==> src/rtl/parity_pkg.sv <==
// Shared types and constants for the serial parity unit and its helpers.
package parity_pkg;

    typedef enum logic [1:0] {
        IDLE   = 2'd0,
        DATA   = 2'd1,
        PARITY = 2'd2
    } state_t;

    localparam logic MODE_GEN = 1'b0;
    localparam logic MODE_CHK = 1'b1;
    localparam logic PAR_EVEN = 1'b0;
    localparam logic PAR_ODD  = 1'b1;

    // Turns a raw XOR-reduction into the bit that completes the selected parity.
    function automatic logic parity_fix(input logic par, input logic odd);
        logic result;
        result = par;
        case (odd)
            PAR_ODD:  result = ~par;
            PAR_EVEN: result = par;
        endcase
        return result;
    endfunction

endpackage

==> src/rtl/err_sat_counter.sv <==
// Saturating event counter with synchronous clear taking priority over increment.
module err_sat_counter #(
    parameter int CNT_W = 8
) (
    input  logic             clk,
    input  logic             rst,
    input  logic             clr,
    input  logic             inc,
    output logic [CNT_W-1:0] count
);

    always_ff @(posedge clk or posedge rst) begin
        if (rst) begin
            count <= '0;
        end else if (clr) begin
            count <= '0;
        end else if (inc && (count != '1)) begin
            count <= count + 1'b1;
        end
    end

endmodule

==> src/rtl/serial_parity_unit.sv <==
// Streaming parity generator/checker for framed serial data with a saturating
// error counter; mode and parity sense are latched on the first bit of a frame.
module serial_parity_unit
    import parity_pkg::*;
#(
    parameter int WIDTH = 4,
    parameter int CNT_W = 8
) (
    input  logic             clk,
    input  logic             rst,
    input  logic             mode,
    input  logic             odd_sel,
    input  logic             in_valid,
    input  logic             in_bit,
    output logic             in_ready,
    output logic             out_valid,
    output logic             out_bit,
    output logic             frame_done,
    output logic             err,
    input  logic             clr_cnt,
    output logic [CNT_W-1:0] err_count
);

    localparam int CW = $clog2(WIDTH + 2);
    localparam logic [CW-1:0] LAST = CW'(WIDTH);

    state_t          state;
    logic [CW-1:0]   cnt;
    logic [CW-1:0]   cnt_inc;
    logic            par;
    logic            mode_q;
    logic            odd_q;
    logic            accept;

    assign in_ready = (state != PARITY);
    assign accept   = in_valid && in_ready;
    assign cnt_inc  = cnt + CW'(1);

    // In check mode the bit after the last data bit is the parity bit, so the
    // DATA state also handles frame completion when the count is already full.
    always_ff @(posedge clk or posedge rst) begin
        if (rst) begin
            state      <= IDLE;
            cnt        <= '0;
            par        <= 1'b0;
            mode_q     <= 1'b0;
            odd_q      <= 1'b0;
            out_valid  <= 1'b0;
            out_bit    <= 1'b0;
            frame_done <= 1'b0;
            err        <= 1'b0;
        end else begin
            out_valid  <= 1'b0;
            frame_done <= 1'b0;
            err        <= 1'b0;
            case (state)
                IDLE: begin
                    if (accept) begin
                        mode_q    <= mode;
                        odd_q     <= odd_sel;
                        par       <= in_bit;
                        cnt       <= CW'(1);
                        out_valid <= 1'b1;
                        out_bit   <= in_bit;
                        if ((mode == MODE_GEN) && (LAST == CW'(1))) begin
                            state <= PARITY;
                        end else begin
                            state <= DATA;
                        end
                    end
                end
                DATA: begin
                    if (accept) begin
                        if ((mode_q == MODE_CHK) && (cnt == LAST)) begin
                            frame_done <= 1'b1;
                            err        <= parity_fix(par ^ in_bit, odd_q);
                            par        <= 1'b0;
                            cnt        <= '0;
                            state      <= IDLE;
                        end else begin
                            par       <= par ^ in_bit;
                            cnt       <= cnt_inc;
                            out_valid <= 1'b1;
                            out_bit   <= in_bit;
                            if ((mode_q == MODE_GEN) && (cnt_inc == LAST)) begin
                                state <= PARITY;
                            end
                        end
                    end
                end
                PARITY: begin
                    out_valid  <= 1'b1;
                    out_bit    <= parity_fix(par, odd_q);
                    frame_done <= 1'b1;
                    par        <= 1'b0;
                    cnt        <= '0;
                    state      <= IDLE;
                end
                default: begin
                    state <= IDLE;
                end
            endcase
        end
    end

    err_sat_counter #(
        .CNT_W(CNT_W)
    ) u_err_cnt (
        .clk   (clk),
        .rst   (rst),
        .clr   (clr_cnt),
        .inc   (frame_done && err),
        .count (err_count)
    );

endmodule

==> config.mk <==
export PLATFORM = sky130hd
export DESIGN_NAME = serial_parity_unit
export DESIGN_NICKNAME = d
export VERILOG_FILES = /design/src/rtl/parity_pkg.sv /design/src/rtl/err_sat_counter.sv /design/src/rtl/serial_parity_unit.sv
export SDC_FILE = /design/constraint.sdc
export NUM_CORES = 1
export LEC_CHECK = 0
export ABC_AREA = 1
export CAP_MARGIN = 10
export CELL_PAD_IN_SITES_DETAIL_PLACEMENT = 1
export CELL_PAD_IN_SITES_GLOBAL_PLACEMENT = 1
export CORE_ASPECT_RATIO = 1.1
export CORE_MARGIN = 10
export CORE_UTILIZATION = 36
export CTS_BUF_LIST = sky130_fd_sc_hd__clkbuf_4 sky130_fd_sc_hd__clkbuf_8
export CTS_CLUSTER_DIAMETER = 100
export DETAILED_ROUTE_END_ITERATION = 12
export HOLD_SLACK_MARGIN = 0.12
export PLACE_DENSITY_LB_ADDON = 0.12
export REMOVE_ABC_BUFFERS = 1
export SLEW_MARGIN = 10
export SYNTH_ARGS = -nofsm -noshare
export SYNTH_HDL_FRONTEND = slang
export SYNTH_HIERARCHICAL = 1
export SYNTH_SLANG_ARGS = --single-unit
==> constraint.sdc <==
create_clock -name clk -period 1.2 [get_ports clk]
set_input_delay 0.18 -clock clk [delete_from_list [all_inputs] [get_ports clk]]
set_output_delay 0.18 -clock clk [all_outputs]
set_load 0.02 [all_outputs]
==> metrics.md, run 1 <==
| Metric | Value |
|---|---|
| Outcome | `finished, violations left` |
| Violations in the final reports | `setup timing` |
| Power density over the cells | `1872 nW/um2` |
| Routed wire length | `5326 um` |
| Maximum fanout along the worst path | `4` |
| Number of nets with antenna violations after routing | `0` |
| Post-layout instance area | `2200 um2` |
| Most common library cell in the layout ignoring fill and taps | `sky130_fd_sc_hd__nand2_1` |
| DIE AREA | `about 6300 um2` |
| Met3 GRT Util | `roughly 2.2%` |
| Clk slew on worst S/H paths | `0.12 ns` |
| Yosys warning total | `6` |
| Mapped cell area | `1271 um2` |
| Via count of the first global-routing pass | `1507` |
| Global-route met2 utilization | `about 30%` |
| Total clock buffers created by CTS | `3` |
| Kind of start point of the critical path | `register` |
| Skew-Pair Late Insertion Delay | `0.30 ns` |
| CP Data Required Time | `1.40 ns` |
| Post-Place Setup Slack | `-0.2502 ns` |
| Crit Path Category | `register to register` |
| Sequential standard cell area | `approximately 500 um2` |
| Final core occ | `about two thirds` |
| Die height | `82.33 um` |
| Area fraction of the dominant cell type after synthesis | `39.37%` |
| Top-level I/O count | `20` |
| Number of core rows | `22` |
| Input/output buffers | `19` |
| Synth-to-Final Area Change | `73.03%` |
| Final std cells w/o fill | `280` |
| Number of max-cap violations | `0` |
| Routed length per placed instance | `19.02 um` |
| Share of cells above drive strength 1 | `between 50 and 60%` |
| Min setup slack post-route | `-0.2680 ns` |
| Dominant cell type by area after synthesis | `sky130_fd_sc_hd__dfrtp_1` |
| Static leakage | `approximately 1.1 nW` |
| Effective utilization at floorplan | `37.85%` |
| Pre-antenna DRT Iters | `4` |
| GR met1 Demand/Resource | `13.24%` |
| Synth Area per Inst | `7.704 um2` |
| Relative slew margins | `between 70% and 80%` |
| Max Buffers Root-to-Sink | `2` |
| Data arrival, critical path | `1.66 ns` |
| Setup violators final | `21` |
| Maximum clock rate | `681.2 MHz` |
| Sequential element share of the synthesized area | `39.37%` |
| HPWL after detailed placement | `between 3000 and 4000 um` |
| Endpoint kind of the worst setup timing path | `register` |
| Number of levels the H-tree was split into | `1` |
| Worst min-delay path category | `primary input to asynchronous set/reset pin` |
| Gate Count Post-Synth | `165` |
| Most used cells in the layout excluding fill and tap cells | `34 x sky130_fd_sc_hd__nand2_1, 30 x sky130_fd_sc_hd__buf_4, 20 x sky130_fd_sc_hd__dfrtp_1` |
| Count of hold-fix buffers inserted at cts | `0` |
| Unique cell type count in the Yosys netlist | `24` |
| Number of slew-limit violations in the final report | `0` |
| Post-route clock skew | `0.001455 ns` |
| Number of flip-flops and latches in the synthesized netlist | `20` |
| Area occupied by multi-input gates | `942.2 um2` |
| Vias per std cell | `4.907` |
| Pin count of the biggest net entering global routing | `13` |
| Number of nets in the finished design | `249` |
| Max rail drop VDD | `approximately 1.2 mV` |
| GPL Wtd Cong | `0.8168` |
| Unrepaired setup endpoints after global routing | `yes` |
| Initial antenna violation count | `0` |
| Slew of the pin with the lowest slew margin | `between 0.3 and 0.4 ns` |
| Register-to-register path setup slack | `-0.27 ns` |
| Post-detailed-placement cell area | `1732 um2` |
| Cell types occupying the most area after synthesis | `sky130_fd_sc_hd__dfrtp_1 39%, sky130_fd_sc_hd__nand2_1 16%, sky130_fd_sc_hd__ha_1 8.9%, sky130_fd_sc_hd__inv_1 6.2%, sky130_fd_sc_hd__nand3_1 4.7%` |
| Clock root buffer | `sky130_fd_sc_hd__clkbuf_4` |
| Global-route wire length before repair | `7141 um` |
| Period Utilization, post-route | `122.3%` |
| Time the final worst path needs with I/O delays and setup | `roughly 1.5 ns` |
| Total via count in the routed design | `1374` |
| Post-placement cell count | `260` |
| # clock sinks | `20` |
| Core box area | `about 3400 um2` |
| Overall track demand over capacity in global routing | `~14%` |
| TritonCTS clock tree | `done` |
| 1st-iter DRT viols | `107` |
| Count of final hold-check violations | `0` |
| Remaining routing DRC violations | `0` |
| Count of inserted antenna diode cells | `0` |
| Total power consumption of the routed design | `4.117 mW` |
| Most heavily used metal layer in global routing | `met2` |
| Overall overflow remaining after global route | `0` |
| Horiz. Die Dim | `76.66 um` |
| Layout filler cell count | `~400` |
[cell families (layout without fill, tap and decap cells)]
family,Yosys count,after routing,synth area share [%]
buf+inv,26,93,8.071
xor+xnor,8,8,5.512
simple gates,89,89,31.99
fa+ha+maj,9,9,8.858
compound gates,13,13,6.201
flops,20,20,39.37
[sequential cells by signal (all words and copies together), names as in the netlist]
register,cells
u_err_cnt/count,8
out_valid,1
frame_done,1
err,1
par,1
state,2
out_bit,1
odd_q,1
cnt,3
mode_q,1
[where the power goes]
| part | total [mW] | switching [mW] | internal, mW |
|---|---|---|---|
| logic | 2.70 | 1.41 | 1.29 |
| registers | 1.01 | 0.181 | 0.831 |
| clock network | 0.402 | 0.217 | 0.185 |
[final cells by class]
class                      count  share of cell area (%)
clock buffer                   4                   1.650
inverter                      26                   5.575
multi-input combinational    119                   42.83
sequential                    20                   22.75
tap                           48                   2.730
timing repair buffer          63                   24.46
[critical path: stages, from the launching register on]
cell,delay [ns]
sky130_fd_sc_hd__dfrtp_1,0.43
sky130_fd_sc_hd__inv_2,0.10
sky130_fd_sc_hd__ha_4,0.16
sky130_fd_sc_hd__inv_2,0.05
sky130_fd_sc_hd__buf_6,0.12
sky130_fd_sc_hd__nand2_4,0.06
sky130_fd_sc_hd__o21ai_4,0.07
sky130_fd_sc_hd__buf_6,0.12
sky130_fd_sc_hd__buf_6,0.11
sky130_fd_sc_hd__nand3_2,0.06
sky130_fd_sc_hd__nand2_1,0.07
[metal layers]
metal / part of all wire (%) / up-vias
met4: 2.3 / 0
met5: 0 / -
met1: 37 / 697
met2: 60 / 26
li1: - / 641
met3: 1.5 / 10
[stage by stage]
stage                     hold WS, ns  TNS (ns)
after floorplan             -0.004342    -1.841
after global placement         0.4713    -1.946
after detailed placement       0.4797    -2.932
after CTS                      0.1603    -1.574
after global routing           0.2025    -4.851
final                          0.1809    -3.718
[path summary, 6_finish.rpt]
path | depth (start not counted) | to | startpoint
setup reg to reg | 10 | state[0] | state[0]
hold / removal | 2 | u_err_cnt/count[4] | rst
max in group asynchronous | 2 | u_err_cnt/count[0] | rst
min in group clk | 3 | mode_q | mode
hold reg to reg | 2 | out_bit | out_bit
setup / recovery | 10 | state[0] | state[0]
[synthesized netlist by cell type]
cell type                  count
sky130_fd_sc_hd__nand2_1      53
sky130_fd_sc_hd__inv_1        21
sky130_fd_sc_hd__dfrtp_1      20
sky130_fd_sc_hd__nand3_1      12
sky130_fd_sc_hd__ha_1          9
sky130_fd_sc_hd__nor2_1        9
sky130_fd_sc_hd__nand2_2       6
sky130_fd_sc_hd__xor2_1        6
sky130_fd_sc_hd__a21oi_1       4
sky130_fd_sc_hd__inv_2         4
sky130_fd_sc_hd__nor2_2        3
sky130_fd_sc_hd__nand2_4       2
sky130_fd_sc_hd__o21ai_1       2
sky130_fd_sc_hd__o21ai_2       2
sky130_fd_sc_hd__o22ai_1       2
sky130_fd_sc_hd__xnor2_1       2
sky130_fd_sc_hd__a21boi_1      1
sky130_fd_sc_hd__a31oi_1       1
sky130_fd_sc_hd__clkinv_4      1
sky130_fd_sc_hd__nand3_2       1
sky130_fd_sc_hd__nand4_1       1
sky130_fd_sc_hd__nor2_4        1
sky130_fd_sc_hd__nor3b_1       1
sky130_fd_sc_hd__o21ai_0       1
[what timing repair did]
| item | 4_1_cts | 5_1_grt |
|---|---|---|
| resized for setup | 86 | 54 |
| endpoints found under the setup margin | 33 | 31 |
| pin swaps | 17 | 28 |
| setup buffers | 5 | 15 |
| endpoints found under the hold margin | 0 | 0 |
No activity file was read; power rests on OpenSTA's default activity.
==> run 2: changes to the inputs <==
--- a/config.mk
+++ b/config.mk
@@ -11,7 +11,7 @@
 export CELL_PAD_IN_SITES_GLOBAL_PLACEMENT = 1
 export CORE_ASPECT_RATIO = 1.1
 export CORE_MARGIN = 10
-export CORE_UTILIZATION = 36
+export CORE_UTILIZATION = 40
 export CTS_BUF_LIST = sky130_fd_sc_hd__clkbuf_4 sky130_fd_sc_hd__clkbuf_8
 export CTS_CLUSTER_DIAMETER = 100
 export DETAILED_ROUTE_END_ITERATION = 12
==> constraint.sdc (replaced) <==
create_clock -name clk -period 1.65 [get_ports clk]
set_input_delay 0.2475 -clock clk [delete_from_list [all_inputs] [get_ports clk]]
set_output_delay 0.2475 -clock clk [all_outputs]
set_load 0.02 [all_outputs]
==> run 2 against run 1 <==
- the run now ends clean
- cell area is 29% lower
- total power decreased by 53%
- non-clock buffer count decreased by 41
- clock power is 41% lower
- core utilization shrank 14 points
- flip-flop and latch count did not move
- routed wire length is 41% lower
- sequential power fell by 30%
- die area decreased by 7.5%
- register-to-register slack improved by 0.40 ns
==> metrics.md, run 2 (synthesis results as in run 1) <==
| Metric | Value |
|---|---|
| Worst r2r path cells | `8 (-2)` |
| Worst path top cell family by delay | `buffers and inverters` |
| Clk slew on worst S/H paths | `0.11 ns (about the same)` |
| Register with the most flip-flops | `u_err_cnt/count` |
| Horiz. Die Dim | `73.75 um (-3.8%)` |
| # clock sinks | `20 (unchanged)` |
| Register-to-register path setup slack | `0.13 ns (+0.40 ns)` |
| Pre-antenna DRT Iters | `4 (unchanged)` |
| Worst min-delay path category | `primary input to asynchronous set/reset pin` |
| Worst path depth | `1 (-9)` |
| Initial antenna violation count | `0 (unchanged)` |
| Unrepaired setup endpoints after global routing | `no` |
| 1st-iter DRT viols | `19 (-82%)` |
| Relative slew margins | `66.98% (-9.0 points)` |
| Relative contribution of the clock network to total power | `12.4% (+2.6 points)` |
| Endpoint kind of the worst setup timing path | `primary output` |
| Crit Path Category | `register to primary output` |
| Endpoint of the worst register-to-register path | `par` |
| Post-route clock skew | `0.0008099 ns (-0.0006450 ns)` |
| Synth-to-Final Area Change | `22.83%` |
| Maximum fanout along the worst path | `4 (unchanged)` |
| Tightest hold margin | `0.2103 ns (+0.02946 ns)` |
| Top-level I/O count | `20 (unchanged)` |
| Time the final worst path needs with I/O delays and setup | `1.583 ns` |
| Skew-Pair Late Insertion Delay | `0.31 ns (about the same)` |
| Most common library cell in the layout ignoring fill and taps | `sky130_fd_sc_hd__nand2_1` |
| Number of nets with antenna violations after routing | `0 (unchanged)` |
| Clock root buffer | `sky130_fd_sc_hd__clkbuf_4` |
| Max Buffers Root-to-Sink | `2 (unchanged)` |
| Maximum clock rate | `around 630 MHz` |
| Overall overflow remaining after global route | `0 (unchanged)` |
| DIE AREA | `5835 um2 (-7.5%)` |
| Switching portion of total power | `43.47% (-0.53 points)` |
| Ordered list of cells on the worst path | `clkdlybuf4s50_1` |
| Source of the critical timing path | `u_err_cnt/count[7]` |
| Number of core rows | `21 (-4.5%)` |
| Routed length per placed instance | `14.04 um (-26%)` |
| Largest regs | `u_err_cnt/count (8), cnt (3), state (2)` |
| Count of final hold-check violations | `0 (unchanged)` |
| Count of hold-fix buffers inserted at cts | `0 (unchanged)` |
| Via count of the first global-routing pass | `1246 (-17%)` |
| Max rail drop VDD | `0.7505 mV (-40%)` |
| Pin count of the biggest net entering global routing | `13 (unchanged)` |
| Setup fix buffers added after clock tree synthesis | `0 (-5)` |
| CP Data Required Time | `1.40 ns (about the same)` |
| Total via count in the routed design | `1119 (-19%)` |
| Die height | `79.13 um (-3.9%)` |
| Setup violators final | `0 (-100%)` |
| GPL Wtd Cong | `0.7843 (-4.0%)` |
| CP bufs+invs | `1 (-4)` |
| Number of nets in the finished design | `208 (-16%)` |
| Total net switching power | `0.8389 mW (-54%)` |
| Critical-path cell with the highest stage delay | `sky130_fd_sc_hd__clkdlybuf4s50_1` |
| HPWL after detailed placement | `2653 um (-13%)` |
| Internal Dissipation | `1.091 mW (-53%)` |
| Total clock buffers created by CTS | `3 (unchanged)` |
| Number of slew-limit violations in the final report | `0 (unchanged)` |
| Max FFs per register | `8 (unchanged)` |
| TritonCTS clock tree | `done` |
| Overall track demand over capacity in global routing | `11.61% (-2.4 points)` |
| Number of max-cap violations | `0 (unchanged)` |
| Input/output buffers | `19 (unchanged)` |
| Post-detailed-placement cell area | `1526 um2 (-12%)` |
| Post-layout instance area | `1562 um2 (-29%)` |
| Slew of the pin with the lowest slew margin | `0.4947 ns (+0.1346 ns)` |
| Vias per std cell | `4.996 (+1.8%)` |
| Outcome | `complete, no violations` |
| Remaining routing DRC violations | `0 (unchanged)` |
| Effective utilization at floorplan | `41.71% (+3.9 points)` |
| Power density over the cells | `1236 nW/um2 (-34%)` |
| Final core occ | `51.23% (-14 points)` |
| Core box area | `3048 um2 (-9.2%)` |
| Proportion of power drawn by combinational gates | `51.2% (-15 points)` |
| Worst r2r src | `state[1]` |
| Global-route wire length before repair | `5437 um (-24%)` |
| Most used cells in the layout excluding fill and tap cells | `53 x sky130_fd_sc_hd__nand2_1, 20 x sky130_fd_sc_hd__inv_1, 20 x sky130_fd_sc_hd__dfrtp_1` |
| Period Utilization, post-route | `95.92%` |
| Number of levels the H-tree was split into | `1 (unchanged)` |
| Share of cells above drive strength 1 | `15.26% (-39 points)` |
| Static leakage | `0.8405 nW (-23%)` |
| Data arrival, critical path | `1.34 ns (-0.32 ns)` |
| Critical path's largest stage delay | `0.62 ns (+0.19 ns)` |
| Kind of start point of the critical path | `register` |
| Final sum of negative setup slack | `0 ns (+3.718 ns)` |
| Critical Path End | `err_count[7]` |
| Routed wire length | `3145 um (-41%)` |
| Layout filler cell count | `398 (unchanged)` |
| Sequential Power Share | `36.5% (+12 points)` |
| Count of inserted antenna diode cells | `0 (unchanged)` |
[run 2: layout make-up]
class | instances | area [um2] | area share, %
Timing Repair Buffer | 22 | 210.2 | 13.46
Multi-Input combinational cell | 119 | 683.2 | 43.75
Tap cell | 34 | 42.54 | 2.724
Sequential cell | 20 | 500.5 | 32.05
Clock buffer | 3 | 22.52 | 1.442
Inverter | 26 | 102.6 | 6.570
[run 2: power by group through the flow]
stage,sequential (mW),clock (mW),combinational (mW)
floorplan,0.745,0,0.610
global placement,0.700,0,0.949
detailed placement,0.707,0,0.987
CTS,0.697,0.250,0.988
global route,0.721,0.275,1.11
finish,0.704,0.239,0.988
[run 2: how the worst min path moves through the flow]
| stage | startpoint | end | cells after the start |
|---|---|---|---|
| after floorplan | rst | u_err_cnt/count[0] | 1 |
| after global placement | out_bit | out_bit | 2 |
| after detailed placement | out_bit | out_bit | 2 |
| after CTS | rst | u_err_cnt/count[5] | 2 |
| after global routing | rst | u_err_cnt/count[0] | 2 |
| final | rst | u_err_cnt/count[2] | 2 |
[run 2: routing by layer]
layer,vias up,part of all wire [%],track usage [%]
met5,-,0,0
met1,530,39,11.40
li1,563,-,-
met4,0,2.6,7.090
met3,7,4.9,2.736
met2,19,54,21.08
[run 2: repair_timing]
item,4_1_cts,5_1_grt
endpoints found under the hold margin,0,0
resized for setup,7,5
setup endpoints to repair,6,7
pin swaps,0,1
[run 2: per-stage QoR]
step	setup WS (ns)	instances	power [mW]
floorplan	0.2415	165	1.355
global placement	0.1170	221	1.648
detailed placement	0.08491	221	1.694
CTS	0.0008978	224	1.936
global route	0.003905	224	2.110
finish	0.06728	224	1.930
